File: src/rtl/load_store_sequencer.sv
// load_store_sequencer: turns byte/half/word CPU loads and stores into word-addressed memory
// transactions, doing read-modify-write for sub-word stores, with alignment and timeout checks.
module load_store_sequencer #(
  parameter int WORD_SIZE      = 32,
  parameter int MEMORY_SIZE    = 1000,
  parameter int TIMEOUT_CYCLES = 16
) (
  input  logic                 clock,
  input  logic                 reset_n,
  input  logic                 req_valid,
  output logic                 req_ready,
  input  logic                 req_write,
  input  logic [1:0]           req_size,
  input  logic                 req_signed,
  input  logic [WORD_SIZE-1:0] req_addr,
  input  logic [WORD_SIZE-1:0] req_wdata,
  output logic                 resp_valid,
  output logic [WORD_SIZE-1:0] resp_rdata,
  output logic [1:0]           resp_err,
  output logic                 mem_start,
  output logic                 mem_write_enabled,
  output logic [WORD_SIZE-1:0] mem_address,
  output logic [WORD_SIZE-1:0] mem_input_data,
  input  logic                 mem_valid,
  input  logic [WORD_SIZE-1:0] mem_output_data,
  input  logic                 mem_err
);
  if (WORD_SIZE != 32 || TIMEOUT_CYCLES < 2 || MEMORY_SIZE < 1) begin : g_bad_params
    $error("load_store_sequencer: unsupported parameters");
  end
  typedef enum logic [2:0] {IDLE, RD_ISSUE, RD_WAIT, WR_ISSUE, WR_WAIT, RESP} state_t;
  localparam int CW = $clog2(TIMEOUT_CYCLES + 1);
  state_t state, state_nx;
  logic [CW-1:0] cnt, cnt_nx;
  logic wr_q, sgn_q, misalign;
  logic [1:0] size_q, off_q, err_nx;
  logic [4:0] sh;
  logic [15:0] lane_w;
  logic [31:0] wdata_q, lane, mask, merged, rdata_nx, din_nx;
  assign misalign = req_size == 2'd3 || (req_size == 2'd1 && req_addr[0]) ||
                    (req_size == 2'd2 && req_addr[1:0] != 2'd0);
  assign sh = {off_q, 3'b000};
  assign lane_w = 16'(mem_output_data >> sh);
  assign lane = size_q == 2'd0 ? {{24{sgn_q & lane_w[7]}}, lane_w[7:0]} :
                size_q == 2'd1 ? {{16{sgn_q & lane_w[15]}}, lane_w} : mem_output_data;
  assign mask = (size_q == 2'd0 ? 32'h0000_00FF : 32'h0000_FFFF) << sh;
  assign merged = (mem_output_data & ~mask) | ((wdata_q << sh) & mask);
  assign req_ready = state == IDLE;
  assign resp_valid = state == RESP;
  assign mem_start = state == RD_ISSUE || state == WR_ISSUE;
  assign mem_write_enabled = state == WR_ISSUE;
  always_comb begin
    state_nx = state;
    cnt_nx = cnt;
    err_nx = 2'd0;
    rdata_nx = '0;
    din_nx = mem_input_data;
    case (state)
      IDLE: if (req_valid) begin
        state_nx = misalign ? RESP : (req_write && req_size == 2'd2) ? WR_ISSUE : RD_ISSUE;
        err_nx = misalign ? 2'd1 : 2'd0;
        din_nx = req_wdata;
      end
      RD_ISSUE: begin
        state_nx = RD_WAIT;
        cnt_nx = '0;
      end
      WR_ISSUE: begin
        state_nx = WR_WAIT;
        cnt_nx = '0;
      end
      RD_WAIT, WR_WAIT: begin
        // error beats data; a failed read of a sub-word store never reaches the write
        if (mem_err) begin
          state_nx = RESP;
          err_nx = 2'd2;
        end else if (mem_valid && state == RD_WAIT && wr_q) begin
          state_nx = WR_ISSUE;
          din_nx = merged;
        end else if (mem_valid) begin
          state_nx = RESP;
          rdata_nx = state == RD_WAIT ? lane : '0;
        end else if (cnt == CW'(TIMEOUT_CYCLES - 1)) begin
          state_nx = RESP;
          err_nx = 2'd3;
        end else cnt_nx = cnt + CW'(1);
      end
      default: state_nx = IDLE;
    endcase
  end
  always_ff @(posedge clock or negedge reset_n) begin
    if (!reset_n) begin
      state <= IDLE;
      cnt <= '0;
      wr_q <= 1'b0;
      sgn_q <= 1'b0;
      size_q <= 2'd0;
      off_q <= 2'd0;
      wdata_q <= '0;
      mem_address <= '0;
      mem_input_data <= '0;
      resp_rdata <= '0;
      resp_err <= 2'd0;
    end else begin
      state <= state_nx;
      cnt <= cnt_nx;
      mem_input_data <= din_nx;
      resp_rdata <= rdata_nx;
      resp_err <= err_nx;
      if (req_valid && req_ready) begin
        wr_q <= req_write;
        sgn_q <= req_signed;
        size_q <= req_size;
        off_q <= req_addr[1:0];
        wdata_q <= req_wdata;
        mem_address <= {2'b00, req_addr[31:2]};
      end
    end
  end
endmodule

File: config.mk
export PLATFORM = sky130hd
export DESIGN_NAME = load_store_sequencer
export DESIGN_NICKNAME = d
export VERILOG_FILES = /design/src/rtl/load_store_sequencer.sv
export SDC_FILE = /design/constraint.sdc
export NUM_CORES = 1
export LEC_CHECK = 0
export ABC_AREA = 1
export CAP_MARGIN = 20
export CORE_UTILIZATION = 45
export CTS_CLUSTER_DIAMETER = 40
export CTS_CLUSTER_SIZE = 28
export DETAILED_ROUTE_END_ITERATION = 7
export PLACE_DENSITY = 0.84
export SETUP_SLACK_MARGIN = 0.05
export SYNTH_ARGS = -nofsm -noshare
export SYNTH_HDL_FRONTEND = slang
export SYNTH_SLANG_ARGS = --single-unit
File: constraint.sdc
create_clock -name clock -period 1.8 [get_ports clock]
set_input_delay 0.36 -clock clock [delete_from_list [all_inputs] [get_ports clock]]
set_output_delay 0.36 -clock clock [all_outputs]
set_load 0.005 [all_outputs]
# --- After elaboration in Yosys (flattened, before gate mapping) ---
# Index checks and enable logic that the tools add are counted.
classes:
  n_bitwise: 6
  addsub: 1
  shift: 3
  mux: 32
  reduce_logical: 19
  n_eq_ne: 17
ops:
  columns: ["op", "n"]
  rows:
  - ["two-way mux 32 bit", 10]
  - ["bitwise AND 32 bit", 2]
  - ["one-hot mux 32 bit (2 select lines)", 1]
  - ["inverter 32 bit", 1]
  - ["OR 32 bit", 1]
  - ["<< shifter 16 x 5 -> 32 bit", 1]
  - ["<< shifter 32 x 5 -> 32 bit", 1]
  - ["right shift 32 x 5 -> 16 bit", 1]
  - ["two-way mux 5 bit", 4]
  - ["two-way mux 3 bit", 6]
  - ["two-way mux 16 bit", 1]
  - ["inequality test 2 bit (second input constant)", 6]
  - ["one-hot mux 3 bit (4 select lines)", 1]
  - ["two-way mux 2 bit", 5]
  - ["one-hot mux 5 bit (2 select lines)", 1]
  - ["== test 3 x 2 -> 1 bit (second input constant)", 2]
  - ["== test 3 bit (second input constant)", 2]
  - ["logical AND 1 bit", 6]
  - ["nonzero test 2 bit", 3]
  - ["adder 5 x 1 -> 5 bit (second input constant)", 1]
  - ["== test 5 x 4 -> 1 bit (second input constant)", 1]
  - ["inequality test 5 bit (second input constant)", 1]
  - ["AND reduction 5 bit", 1]
  - ["== test 2 x 1 -> 1 bit (second input constant)", 2]
  - ["other kinds (11)", 17]
totals:
  elab_cells: 89
  register_bits: 142
  output_inout_bits: 102

# --- Longest topological paths before layout ---
depth:
  word_depth: 9
  ltp_mapped: 11
  mapped_depth_nobuf: 9

# --- Worst setup path after synthesis ---
# Ideal clock, no wire load.
synth_timing:
  kind: "register -> register"
  from: "register cnt[0]"
  to: "register state[2]"
  t_arrival_ps: 1360
  path_buffers: 0
  stages_incl_launch_ff: 10
  slack_ps: 318
  path_cell_list: "dfrtp_1 -> ha_1 -> inv_1 -> nor2_1 -> ha_1 -> nor2_1 -> nand2_1 -> and2_4 -> nand2_1 -> o21ai_1"
synth_via:
  elab_chain_len: 3
synth_rtl:
  columns: ["element", "line_no", "rtl"]
  rows:
  - ["from (decl)", "34", "logic [CW-1:0] cnt, cnt_nx;"]
  - ["from (signal assigned)", "106", "cnt <= cnt_nx;"]
  - ["== test 5 x 4 -> 1 bit", "83", "end else if (cnt == CW'(TIMEOUT_CYCLES - 1)) begin"]
  - ["inequality test 5 bit (no source line)", null, null]
  - ["AND reduction 2 bit (no source line)", null, null]
  - ["to (signal assigned)", "105", "state <= state_nx;"]
  - ["to (decl)", "33", "state_t state, state_nx;"]
# No other way between the ends.
# A chain may end at the register's enable or synchronous reset.

# --- Final worst setup path ---
layout_timing:
  from: "register state[1]"
  to: "output port mem_write_enabled"
layout_via:
  elab_chain_len: 1
layout_rtl:
  columns: ["element", "line_no", "rtl"]
  rows:
  - ["== test 3 x 2 -> 1 bit", "51", "assign mem_write_enabled = state == WR_ISSUE;"]
  - ["to (decl)", "21", "output logic mem_write_enabled,"]
# No other way between the ends.

==> out/qor.log <==
[outcome] run status finished, final reports clean
[placed_design] last weighted congestion value of the routability-driven placer 0.9591
[setup_path] Critical path destination mem_write_enabled
[layout] number of filler instances in the final layout 1,175
[yosys] number of synthesized register bits 134
[setup_path] worst reg2reg path startpoint state[0]$_DFFE_PN0P_
[clock_tree] cell at the root of the clock tree sky130_fd_sc_hd__clkbuf_16
[clock_tree] TritonCTS clock tree yes
[layout] number of nets in the layout 1,159
[timing] final critical-path required period 1.738 ns
[placed_design] placed wire-length estimate after detailed placement 14,820 um
[setup_path] critical path type register to primary output
[timing] sum of negative setup slack 0 ns
[run] reported max-cap violation count 0
[layout] diode count 0
[route] number of iterations in the first detailed-routing pass 7
[hold_path] worst min-delay path class primary input to asynchronous set/reset pin
[setup_path] category of the worst setup path launch point register
[clock_tree] clock latency on the worst-skew pair 0.43 ns
[yosys] EDFF count, synth 0
[yosys] top flip-flop cell by instance count after synthesis sky130_fd_sc_hd__dfrtp_1
[placed_design] # placed instances 1,199
[setup_path] worst setup slack for register-to-register paths 0.10 ns
[timing] final worst path period share 96.58%
[floorplan] height of the die 126.0 um
[global_route] Total GRT Usage 26.57%
[layout] non-filler cells in the finished layout 1,249
[timing] number of endpoints failing setup at the final stage 0
[route] total routed wirelength 21,390 um
[setup_path] maximum fanout encountered on the critical timing path 4
[power] total power consumption of the routed design 17.87 mW
[route] number of nets with antenna violations after detailed routing 0
[yosys] proportion of register bits with asynchronous set or reset after synthesis 100.0%
[yosys] number of instances in the synthesized netlist 825
[timing] number of hold violations in the final report 0
[timing] achievable frequency 0.5752 GHz
[setup_path] start point of the critical path state[1]$_DFFE_PN0P_
[route] total number of vias 6,736
[clock_tree] number of clock sinks 134
[floorplan] horizontal die dimension 126.0 um
[global_route] via count of the first global-routing pass 6,492
[floorplan] placeable core region 14,750 um2
[setup_path] Crit Reg-Reg Endpoint mem_input_data[2]$_DFFE_PN0P_
[yosys] Syn. warnings 0
[power] IR Drop Worst-Case VDD 959.8 uV
[setup_path] maximum single-stage delay on the critical path 0.40 ns
[route] DR DRC count 0
[global_route] pin count of the biggest net entering global routing 45
[placed_design] count of port buffers added during placement 204
[timing] setup repair after global routing missed its margin true
[global_route] wire length of the first global-routing pass 32,640 um
[layout] share of final-layout standard cells stronger than drive strength 1 17.46%
[timing] worst setup skew after layout 0.004217 ns
[clock_tree] maximum level of the CTS H-tree 4
[route] initial DRC count 638
[yosys] mapped cell area 6920 um2
[layout] Area growth, synth to finish 46.65%
[floorplan] Total Die Area 15,880 um2
[yosys] mean instance size in the synthesized netlist 8.388 um2
[route] detail-routed net length per standard cell 17.12 um
[route] vias per cell 5.393
[setup_path] nature of the critical path endpoint primary output
[floorplan] initial cell density of the core 46.90%
[floorplan] Top Ports 207
[timing] hold slack 0.4114 ns
[floorplan] standard-cell rows 44
[global_route] global-route congestion overflow total 0
[setup_path] Critical Path Slowest Stage Cell sky130_fd_sc_hd__dfrtp_2
[timing] max-slew violation count 0
[clock_tree] number of buffers created by CTS 17
[power] leakage power total 4.800 nW
[setup_path] FF-to-FF path depth 10
[clock_tree] maximum number of buffers from clock root to sink 2
[setup_path] WP data required 1.44 ns
[global_route] number of antenna violations at the first check in global routing 0
[setup_path] cell breakdown of the critical path buf_4 > buf_4 > nand2_2 > nor2_4 > clkbuf_2
[setup_path] Top cell by count, worst path sky130_fd_sc_hd__buf_4
[power] power density over cell area 1760 nW/um2
[yosys] post-synthesis sequential area ratio 48.45%
[yosys] Yosys cell types 41
[setup_path] CP arrival 1.38 ns
[clock_tree] clock transition at the registers of the reported paths 0.06 ns
==> how the worst min path moves through the flow <==
| stage | end | slack (ns) |
|---|---|---|
| after global placement | resp_rdata[25]$_DFF_PN0_ | 0.29 |
| after global routing | resp_rdata[22]$_DFF_PN0_ | 0.43 |
| final | resp_rdata[28]$_DFF_PN0_ | 0.41 |
| after floorplan | cnt[0]$_DFFE_PN0P_ | 0.06 |
| after detailed placement | resp_rdata[28]$_DFF_PN0_ | 0.29 |
| after CTS | mem_input_data[24]$_DFFE_PN0P_ | 0.41 |
==> logic make-up after synthesis <==
kind of cell / Yosys count / synth area share (%)
xor+xnor: 1 / 0.1266
simple gates: 425 / 27.17
other cells: 1 / 0.05419
fa+ha+maj: 2 / 0.3615
flops: 134 / 48.45
compound gates: 121 / 9.673
buf+inv: 102 / 7.811
mux: 39 / 6.346
==> cells in the final DEF, fill, tap and decap left out, types with 19 or more instances in the layout <==
| cell type | synthesis | final |
|---|---|---|
| sky130_fd_sc_hd__nand2_1 | 264 | 255 |
| sky130_fd_sc_hd__clkdlybuf4s50_1 | 0 | 199 |
| sky130_fd_sc_hd__dfrtp_1 | 134 | 131 |
| sky130_fd_sc_hd__nand3_1 | 72 | 68 |
| sky130_fd_sc_hd__o21ai_0 | 64 | 64 |
| sky130_fd_sc_hd__inv_1 | 53 | 53 |
| sky130_fd_sc_hd__nor2_1 | 44 | 41 |
| sky130_fd_sc_hd__mux2_2 | 30 | 30 |
| sky130_fd_sc_hd__buf_4 | 7 | 29 |
| sky130_fd_sc_hd__a21oi_1 | 28 | 26 |
| sky130_fd_sc_hd__clkbuf_16 | 0 | 19 |
==> routing by layer <==
layer	track usage, %	up-vias	wire length [um]
met3	7.137	64	1835
li1	-	3121	-
met2	44.62	348	10610
met1	32.61	3203	8340
met5	0	-	0
met4	10.35	0	606
==> metrics by stage <==
step	setup WS [ns]	instance area [um2]	utilization (%)
3_5_place_dp	-0.07618	9180	62.22
4_1_cts	-0.1710	9936	67.34
3_3_place_gp	0.001002	9180	62.22
2_1_floorplan	0.3184	6924	-
6_report	0.06153	10150	68.78
5_1_grt	0.02954	10150	68.78
==> critical path, delay by kind of cell, from the launching register on <==
family | cells | cell delay, ns
AND/OR/NAND/NOR | 2 | 0.15
buffers and inverters | 3 | 0.40
flip-flops | 1 | 0.40
==> state kept, by name, summed over array words and instances, names as in the netlist <==
| name | flops |
|---|---|
| cnt | 5 |
| mem_address | 30 |
| mem_input_data | 32 |
| off_q | 2 |
| resp_err | 2 |
| resp_rdata | 32 |
| sgn_q | 1 |
| size_q | 2 |
| state | 3 |
| wdata_q | 24 |
| wr_q | 1 |
==> timing repair <==
item / 4_1_cts / 5_1_grt
setup endpoints to repair: 4 / 21
hold endpoints to repair: 36 / 0
pin swaps: 1 / 8
gates resized for setup: 7 / 36
setup buffers: 8 / 5
cloned: 0 / 4
hold buffers: 1 / 0
==> power by group <==
group	internal (mW)	total [mW]	leakage, nW	switching, mW
registers	4.14	4.87	1.70	0.730
clock network	2.68	4.01	0.320	1.33
logic	4.16	8.99	2.78	4.83
total	11.0	17.9	4.80	6.89
==> final cells by class <==
cell class / instances / area (um2) / area share, %
clock inverters: 11 / 220.2 / 2.170
inverters: 60 / 232.7 / 2.293
well taps: 184 / 230.2 / 2.269
multi-input cells: 591 / 3143 / 30.97
flip-flops and latches: 134 / 3357 / 33.08
clock buffers: 21 / 460.4 / 4.537
repair buffers: 248 / 2505 / 24.68
==> synthesized netlist by cell type, types with 2 or more instances <==
master / count / share of area, %
sky130_fd_sc_hd__nor3_1: 2 / 0.14
sky130_fd_sc_hd__buf_4: 7 / 0.76
sky130_fd_sc_hd__nand2_4: 2 / 0.33
sky130_fd_sc_hd__dfrtp_1: 134 / 48
sky130_fd_sc_hd__nand3_1: 72 / 5.2
sky130_fd_sc_hd__inv_1: 53 / 2.9
sky130_fd_sc_hd__buf_6: 13 / 2.1
sky130_fd_sc_hd__nand2_1: 264 / 14
sky130_fd_sc_hd__clkbuf_1: 9 / 0.49
sky130_fd_sc_hd__nand2_2: 7 / 0.63
sky130_fd_sc_hd__o21ai_2: 7 / 0.89
sky130_fd_sc_hd__o21ai_1: 7 / 0.51
sky130_fd_sc_hd__buf_2: 12 / 0.87
sky130_fd_sc_hd__inv_2: 5 / 0.27
sky130_fd_sc_hd__a21oi_1: 28 / 2.0
sky130_fd_sc_hd__nor2_1: 44 / 2.4
sky130_fd_sc_hd__mux2_2: 30 / 4.9
sky130_fd_sc_hd__mux2_1: 9 / 1.5
sky130_fd_sc_hd__o211ai_1: 12 / 1.3
sky130_fd_sc_hd__nor2_2: 12 / 1.1
sky130_fd_sc_hd__ha_1: 2 / 0.36
sky130_fd_sc_hd__o21ai_0: 64 / 4.6
sky130_fd_sc_hd__or2_2: 8 / 0.72
sky130_fd_sc_hd__nand3_2: 5 / 0.72
No activity file was read; power rests on OpenSTA's default activity.
